--- config.mk ---
export PLATFORM = sky130hd
export DESIGN_NAME = hssim_del_fuse
export DESIGN_NICKNAME = d
export VERILOG_FILES = /design/src/rtl/hssim_del_fuse.sv
export SDC_FILE = /design/constraint.sdc
export NUM_CORES = 2
export LEC_CHECK = 0
export CAP_MARGIN = 0
export CORE_ASPECT_RATIO = 1.5
export CORE_UTILIZATION = 40
export CTS_CLUSTER_SIZE = 16
export DETAILED_ROUTE_END_ITERATION = 7
export PLACE_DENSITY_LB_ADDON = 0.12
export SLEW_MARGIN = 40
export SYNTH_ARGS = -nofsm -noshare
export SYNTH_HDL_FRONTEND = slang
export SYNTH_SLANG_ARGS = --single-unit
export TNS_END_PERCENT = 50
--- constraint.sdc ---
create_clock -name clk -period 189.6 [get_ports clk]
set_clock_uncertainty 0.2 [all_clocks]
set_input_delay 37.92 -clock clk [delete_from_list [all_inputs] [get_ports clk]]
set_output_delay 37.92 -clock clk [all_outputs]
set_load 0.02 [all_outputs]
--- src/rtl/hssim_del_fuse.sv ---
// hssim_del_fuse: merges HSSIM del beats into a fused edge map and drives stall.
// Optional HSSIM_DEL_FUSE_CNT_EN adds a per-frame count of pixels taken from new.
module hssim_del_fuse #(
  parameter int PIXELS_PER_BEAT = 16,
  parameter int IMAGE_DIM       = 512,
  parameter int DATA_WIDTH      = 8*PIXELS_PER_BEAT,
  parameter int LATENCY         = 8,
  parameter int BEATS_PER_FRAME = IMAGE_DIM*IMAGE_DIM/PIXELS_PER_BEAT
) (
  input  logic                  clk,
  input  logic                  reset,
  input  logic                  s_valid,
  output logic                  s_ready,
  input  logic [DATA_WIDTH-1:0] old_map,
  input  logic [DATA_WIDTH-1:0] new_map,
  output logic                  stall,
  input  logic [DATA_WIDTH-1:0] del,
  output logic                  m_valid,
  input  logic                  m_ready,
  output logic [DATA_WIDTH-1:0] m_data,
  output logic                  m_last
`ifdef HSSIM_DEL_FUSE_CNT_EN
  ,
  output logic [$clog2(IMAGE_DIM*IMAGE_DIM):0] sel_count,
  output logic                                 sel_count_valid
`endif
);

  localparam logic [0:0] RUN   = 1'b0;
  localparam logic [0:0] FLUSH = 1'b1;
  localparam int FW = (BEATS_PER_FRAME > 1) ? $clog2(BEATS_PER_FRAME) : 1;
  localparam int LW = (LATENCY > 1) ? $clog2(LATENCY) : 1;

  logic [0:0]            state;
  logic [FW-1:0]         in_cnt;
  logic [FW-1:0]         out_cnt;
  logic [LW-1:0]         fl_cnt;
  logic                  out_space;
  logic                  advance;
  logic                  dl_vld [LATENCY];
  logic [DATA_WIDTH-1:0] dl_old [LATENCY];
  logic [DATA_WIDTH-1:0] dl_new [LATENCY];
  logic [DATA_WIDTH-1:0] fused;

  assign out_space = !m_valid || m_ready;
  assign advance   = (state == RUN) ? (s_valid && out_space) : out_space;
  assign s_ready   = (state == RUN) && out_space;
  assign stall     = !advance;
  assign m_last    = m_valid && (out_cnt == FW'(BEATS_PER_FRAME-1));

  always_comb begin
    fused = '0;
    for (int i = 0; i < PIXELS_PER_BEAT; i++) begin
      fused[8*i +: 8] = (del[8*i +: 8] == 8'hFF) ?
        dl_new[LATENCY-1][8*i +: 8] : dl_old[LATENCY-1][8*i +: 8];
    end
  end

  always_ff @(posedge clk) begin
    if (reset) begin
      state  <= RUN;
      in_cnt <= '0;
      fl_cnt <= '0;
    end else if (advance) begin
      case (state)
        RUN: begin
          if (in_cnt == FW'(BEATS_PER_FRAME-1)) begin
            state  <= FLUSH;
            in_cnt <= '0;
          end else begin
            in_cnt <= in_cnt + 1'b1;
          end
        end
        default: begin
          if (fl_cnt == LW'(LATENCY-1)) begin
            state  <= RUN;
            fl_cnt <= '0;
          end else begin
            fl_cnt <= fl_cnt + 1'b1;
          end
        end
      endcase
    end
  end

  // Bubbles enter during FLUSH so the tail of the last real beat meets its del.
  always_ff @(posedge clk) begin
    if (reset) begin
      for (int i = 0; i < LATENCY; i++) dl_vld[i] <= 1'b0;
    end else if (advance) begin
      dl_vld[0] <= (state == RUN);
      for (int i = 1; i < LATENCY; i++) dl_vld[i] <= dl_vld[i-1];
    end
  end

  always_ff @(posedge clk) begin
    if (advance) begin
      dl_old[0] <= old_map;
      dl_new[0] <= new_map;
      for (int i = 1; i < LATENCY; i++) begin
        dl_old[i] <= dl_old[i-1];
        dl_new[i] <= dl_new[i-1];
      end
    end
  end

  always_ff @(posedge clk) begin
    if (reset) begin
      m_valid <= 1'b0;
      m_data  <= '0;
    end else if (advance && dl_vld[LATENCY-1]) begin
      m_valid <= 1'b1;
      m_data  <= fused;
    end else if (m_ready) begin
      m_valid <= 1'b0;
    end
  end

  always_ff @(posedge clk) begin
    if (reset) begin
      out_cnt <= '0;
    end else if (m_valid && m_ready) begin
      out_cnt <= m_last ? '0 : out_cnt + 1'b1;
    end
  end

`ifdef HSSIM_DEL_FUSE_CNT_EN
  localparam int SW = $clog2(IMAGE_DIM*IMAGE_DIM) + 1;
  localparam int PW = $clog2(PIXELS_PER_BEAT+1);

  logic [PW-1:0] beat_sel;
  logic [PW-1:0] beat_sel_q;
  logic [SW-1:0] sel_acc;

  always_comb begin
    beat_sel = '0;
    for (int i = 0; i < PIXELS_PER_BEAT; i++) begin
      if (del[8*i +: 8] == 8'hFF) beat_sel = beat_sel + 1'b1;
    end
  end

  // Per-beat count rides with m_data so it is summed at the handshake.
  always_ff @(posedge clk) begin
    if (reset) begin
      beat_sel_q      <= '0;
      sel_acc         <= '0;
      sel_count       <= '0;
      sel_count_valid <= 1'b0;
    end else begin
      sel_count_valid <= 1'b0;
      if (advance && dl_vld[LATENCY-1]) beat_sel_q <= beat_sel;
      if (m_valid && m_ready) begin
        if (m_last) begin
          sel_count       <= sel_acc + SW'(beat_sel_q);
          sel_count_valid <= 1'b1;
          sel_acc         <= '0;
        end else begin
          sel_acc <= sel_acc + SW'(beat_sel_q);
        end
      end
    end
  end
`endif

endmodule

==> reports/metrics.yaml <==
cts_hold_buf: 0
worst_setup_path_end_kind: "output pin"
slew_violations: 0
area_delta_synth_final_pct: 21.30
syn_inst: 2856
start_kind: "input pin"
p_per_area_nw_per_um2: 11.88
ios: 520
min_from: "dl_new[2][80]$_DFFE_PN_"
r2r_setup_slack_ps: 183310
p_leak_nw: 27.43
row_count: 186
track_usage: 0.1185
finalPower_mw: 0.9953
synthFlopType: "edfxtp_1"
fill_cells: 13890
cp_max_fo: 15
status: "complete, no violations"
yosysWarningCount: 0
root_buffer: "clkbuf_16"
tightestPinTransition_ps: 817.7
post_cts_buffers: 0
path_class: "input pin to output pin"
rsz0062_at_grt: "no"
ys_seq_elements: 2217
synthesis.nets: 3248
vias: 27590
avgSynthCellArea_um2: 24.19
cts_sinks: 2217
critPathRequiredTime_ps: 151480
drtIter0Drc: 2233
wirelength_mm: 104.1
dp.final_hpwl_mm: 61.01
period_share: 0.4117
hold_path_class: "flip-flop to flip-flop"
numCtsBuffers: 199
start_util: 0.4033
core_um2: 171300
routedWlPerCell_um: 17.36
drive_gt1_frac: 0.08782
cts_resized: 0
ant_nets: 0
holdPathStages: 0
cap_violations: 0
fin_setup_tns_ps: 0
avgViaCountPerCell: 4.601
numPortBuffers: 519
grt_pass1_vias: 28390
dieWidth_um: 341.3
synth.cell_area_um2: 69080
grt-ovfl-total: 0
routabilityCongestion: 0.7203
reg2reg_depth: 11
synth-seq-area-share: 0.9404
relSlewSlack: 0.4548
drt-pass1-iter-count: 4
fmax_mhz: 12.81
synth_edf_count: 2056
period_needed_ps: 78070
cts_max_level: 4
cts_tree: "yes"
die_h_um: 511.0
vdd_ir_drop_max_mv: 0.008632
reg2reg_from: "m_valid$_SDFFE_PP0P_"
antenna_found_initial: 23
insertion_delay_ps: 790
hold_end: "dl_new[3][80]$_DFFE_PN_"
dieArea_um2: 174400
hold_violations: 0
async_flop_share: 0
grt_max_degree: 180
rr_endpoint: "dl_new[3][37]$_DFFE_PN_"
clk_pin_slew_ps: 60
setup_viol: 0
ys_types: 41
arrival_ps: 39950
drc: 0
grt_pass1_wl_mm: 158.7
cts_buffer_depth: 3
final_nets: 3959
## synth_stat cells, drive strengths merged, types with 7 or more instances
library cell	count	area share
edfxtp	2056	0.89
nor2	173	0.0094
dfxtp	161	0.047
a211oi	128	0.014
mux2i	128	0.019
nand4	37	0.0034
clkbuf	30	0.0016
buf	19	0.0013
nand2	16	0.00087
xnor2	13	0.0016
nand3	12	0.00087
a21oi	10	0.00072
nor3	8	0.00058
nor4	7	0.00063
or3	7	0.00063
## state kept, by name (all words and copies together), names as in the netlist
register	count
dl_vld	8
fl_cnt	3
dl_new	1024
out_cnt	14
m_valid	1
m_data	128
in_cnt	14
dl_old	1024
state	1
## routing by layer
layer	vias to the layer above	track usage	routed length, um
met5	-	0	69
met4	12	0.05246	3177
met3	234	0.03315	7319
li1	12840	-	-
met1	13730	0.1613	46230
met2	780	0.1778	47270
## cell type report
cell class | count | area, um^2 | area share
Clock buffer | 275 | 5469 | 0.06527
Clock inverter | 94 | 845.8 | 0.01009
Sequential cell | 2217 | 64960 | 0.7753
Timing Repair Buffer | 559 | 5719 | 0.06826
Inverter | 5 | 18.77 | 0.0002240
Antenna cell | 5 | 12.51 | 0.0001493
Tap cell | 2256 | 2823 | 0.03369
Multi-Input combinational cell | 585 | 3941 | 0.04704
## metrics by stage
| step | cell area [um^2] | hold WS (ps) | util | setup slack [ps] | cells |
|---|---|---|---|---|---|
| floorplan | 69080 | 200.3 | - | 12910 | 2856 |
| global placement | 77210 | 200.1 | 0.4507 | 111570 | 5616 |
| detailed placement | 77380 | 204.5 | 0.4518 | 111530 | 5620 |
| CTS | 83700 | 188.0 | 0.4886 | 111530 | 5989 |
| global route | 83780 | 197.9 | 0.4891 | 111380 | 5992 |
| finish | 83790 | 181.5 | 0.4892 | 111540 | 5996 |
## worst max-delay path by stage
| stage | slack [ps] | start | to | cells after the start |
|---|---|---|---|---|
| floorplan | 12910 | m_ready | stall | 3 |
| global placement | 111570 | m_ready | stall | 5 |
| detailed placement | 111530 | m_ready | stall | 5 |
| CTS | 111530 | m_ready | stall | 5 |
| global route | 111380 | m_ready | stall | 5 |
| finish | 111540 | m_ready | stall | 5 |
## cell usage in the layout, fill, tap and decap left out, drive strengths merged, types with 8 or more instances in the layout
master / instances
xnor2: 13
mux2i: 128
clkinv: 72
nor3: 8
nand3: 12
inv: 13
nand4: 37
a211oi: 128
edfxtp: 2056
clkdlybuf4s50: 518
dfxtp: 161
nor2: 173
a21oi: 10
clkbuf: 277
buf: 39
bufinv: 10
nand2: 16
## critical path, stage by stage
cell	delay, ps
clkdlybuf4s50_1	560
nor2b_2	630
nor2_4	90
inv_1	120
clkdlybuf4s50_1	620
## where the power goes
group / total [mW] / switching [mW] / internal [mW] / leakage, nW
Clock: 0.385 / 0.169 / 0.216 / 3.07
Sequential: 0.578 / 0.00819 / 0.570 / 21.4
Combinational: 0.0322 / 0.0191 / 0.0131 / 2.98
Total: 0.995 / 0.196 / 0.799 / 27.4
## cell families after synthesis
kind of cell / share of synthesized area
DFF: 0.9404
and+or+nand+nor: 0.01871
AOI/OAI and AO/OA: 0.01598
muxes: 0.01871
buffers and inverters: 0.003206
xor gates and xnor gates: 0.002282
adders and majority gates: 0.0007245
Power figures use the tool's default switching activity.
==> RTL change (same settings) <==
The parameter `IMAGE_DIM` goes from 512 to 256.
--- a/src/rtl/hssim_del_fuse.sv
+++ b/src/rtl/hssim_del_fuse.sv
@@ -2,7 +2,7 @@
 // Optional HSSIM_DEL_FUSE_CNT_EN adds a per-frame count of pixels taken from new.
 module hssim_del_fuse #(
   parameter int PIXELS_PER_BEAT = 16,
-  parameter int IMAGE_DIM       = 512,
+  parameter int IMAGE_DIM       = 256,
   parameter int DATA_WIDTH      = 8*PIXELS_PER_BEAT,
   parameter int LATENCY         = 8,
   parameter int BEATS_PER_FRAME = IMAGE_DIM*IMAGE_DIM/PIXELS_PER_BEAT
Check against the original RTL: not settled (the Yosys comparison gave no result); the edit may change what the design does.
==> RTL change against the unedited design <==
- the flow now finishes with violations (design-rule violations)
- worst hold slack improved by 5.8 ps
- cell area increased by 0.91%
- area after synthesis increased by 0.57%
- critical path type unchanged
- total power increased by 1.9%
- final cell count decreased by 0.15%
- setup slack got worse by 320 ps
- sequential cell count decreased by 4
- register-to-register slack improved by 180 ps
- routed wire length increased by 0.85%
- via count decreased by 1.6%
- core utilization increased by 0.050 points
- first-iteration DRC count decreased by 7.7%
- largest cell class unchanged
==> RTL change: results (changes against the unedited design) <==
The worst setup slack for register-to-register paths was 183490 ps (was 183310 ps). The routability-driven placement congestion ratio is 0.7162 (was 0.7203). The compound-gate portion of the synthesized area was 0.02318 (was 0.01598). The clock tree root driver cell was clkbuf_16 (unchanged).

The final net count was 3926 (was 3959). The total of fill cells in the finished design came out at 13870 (was 13892). The detailed-placement wirelength estimate is 61690 um (was 61010 um). The clock latency at the later pin of the worst-skew pair came to 790 ps (about the same). The initial antenna violation count came out at 24 (was 23). The post-synth net total was 3219 (was 3248). The fraction of final layout cells sized beyond drive strength 1 came out at 0.1234 (was 0.08782). The first-pass iteration count of the detailed router came out at 8 (was 4).

The number of global-route vias before repair came to 28311 (was 28389). The pre-CTS setup slack was 110680 ps (was 111530 ps). The violation count after the first detailed-route iteration is 2062 (was 2233). The distinct cell type count of the synthesized netlist is 35 (was 41). The placed cell count is 5597 (was 5620). The share of synthesized cell area in full adder, half adder and majority cells is 0.0007204 (was 0.0007245).

The synthesized area per cell came out at 24.58 um2 (was 24.19 um2). The number of remaining DRC errors came out at 140 (was 0). The global-route wire length before repair was 159500 um (was 158700 um). The end of the worst register-to-register path is dl_old[0][147] (was dl_new[3][37]). The largest fanout of any net on the critical path came out at 26 (was 15). Cell types with the highest counts after synthesis: 2056 x edfxtp_1, 157 x dfxtp_1, 149 x nor2_1 (was 2056 x edfxtp_1, 173 x nor2_1, 161 x dfxtp_1).

Result of the run: complete, but fails checks (was finished, final reports clean). The cell at the slowest stage of the critical path is clkdlybuf4s50_1 (was nor2b_2). The peak per-stage delay on the critical path is 590 ps (was 630 ps). The leakage dissipation is 27.69 nW (was 27.43 nW). The final reports fail on design-rule violations.

The worst-case vdd ir drop is 0.000009320 V (was 0.000008632 V). The slew of the pin with the lowest slew margin came out at 818.8 ps (was 817.7 ps). The startpoint of the worst hold path was dl_new[2][125] (was dl_new[2][80]). Cell types occupying the most area after synthesis: edfxtp_1 89%, dfxtp_1 4.5%, mux2i_1 1.8% (was edfxtp_1 89%, dfxtp_1 4.7%, mux2i_1 1.9%). The pin count of the biggest net entering global routing came out at 179 (was 180). The worst hold path endpoint is dl_new[3][125] (was dl_new[3][80]). The filler-free cell count of the finished design came to 5987 (was 5996). The XOR/XNOR share of the synthesized area is 0.002017 (was 0.002282). The average routed wire per standard cell came to 17.53 um (was 17.36 um). The multiplexer area fraction after synthesis is 0.01844 (was 0.01871). The number of buffers created by CTS is 198 (was 199).
RTL change: cell types whose count changed after synthesis, moves of 7 or more:
cell | before | now
clkbuf_1 | 29 | 15
buf_4 | 0 | 14
nor2_2 | 0 | 16
nor2_1 | 173 | 149
a211oi_2 | 0 | 100
a211oi_1 | 128 | 28
xnor2_1 | 13 | 6
RTL change: logic make-up after synthesis:
group	count (synthesis)
XOR/XNOR	16
multiplexers	128
buffers and inverters	49
AND/OR/NAND/NOR	266
flip-flops	2213
adder cells (fa/ha/maj)	4
AO/OA/AOI/OAI	151
RTL change: how the worst max path moves through the flow:
stage               slack (ps)    start     to
floorplan                59610  m_ready  stall
global placement        110760  m_ready  stall
detailed placement      110680  m_ready  stall
CTS                     110680  m_ready  stall
global route            111070  m_ready  stall
finish                  111210  m_ready  stall
RTL change: power by group:
group          switching, mW  internal (mW)
combinational         0.0200         0.0136
clock                  0.173          0.231
sequential           0.00791          0.569
RTL change: through the flow:
stage	hold slack [ps]	area (um2)
after floorplan	200.3	69480
after global placement	200.2	77520
after detailed placement	204.5	77670
after CTS	192.4	84390
after global routing	201.1	84540
final	187.3	84560
RTL change: final cells by class:
| class | count | area, um2 | area share |
|---|---|---|---|
| inverter | 2 | 7.507 | 0.00008878 |
| clock buffer | 276 | 5468 | 0.06466 |
| multi-input combinational | 565 | 4363 | 0.05160 |
| clock inverter | 101 | 1259 | 0.01489 |
| tap | 2268 | 2838 | 0.03356 |
| antenna | 8 | 20.02 | 0.0002368 |
| sequential | 2213 | 64880 | 0.7673 |
| timing repair buffer | 554 | 5720 | 0.06765 |
RTL change: layer usage:
metal  GRT usage  wire length (um)  vias to the layer above
li1            -                 -                    12714
met1      0.1531             44540                    13461
met2      0.1845             48710                      707
met3     0.04104              8507                      229
met4     0.04874              3001                       30
met5           0               192                        -
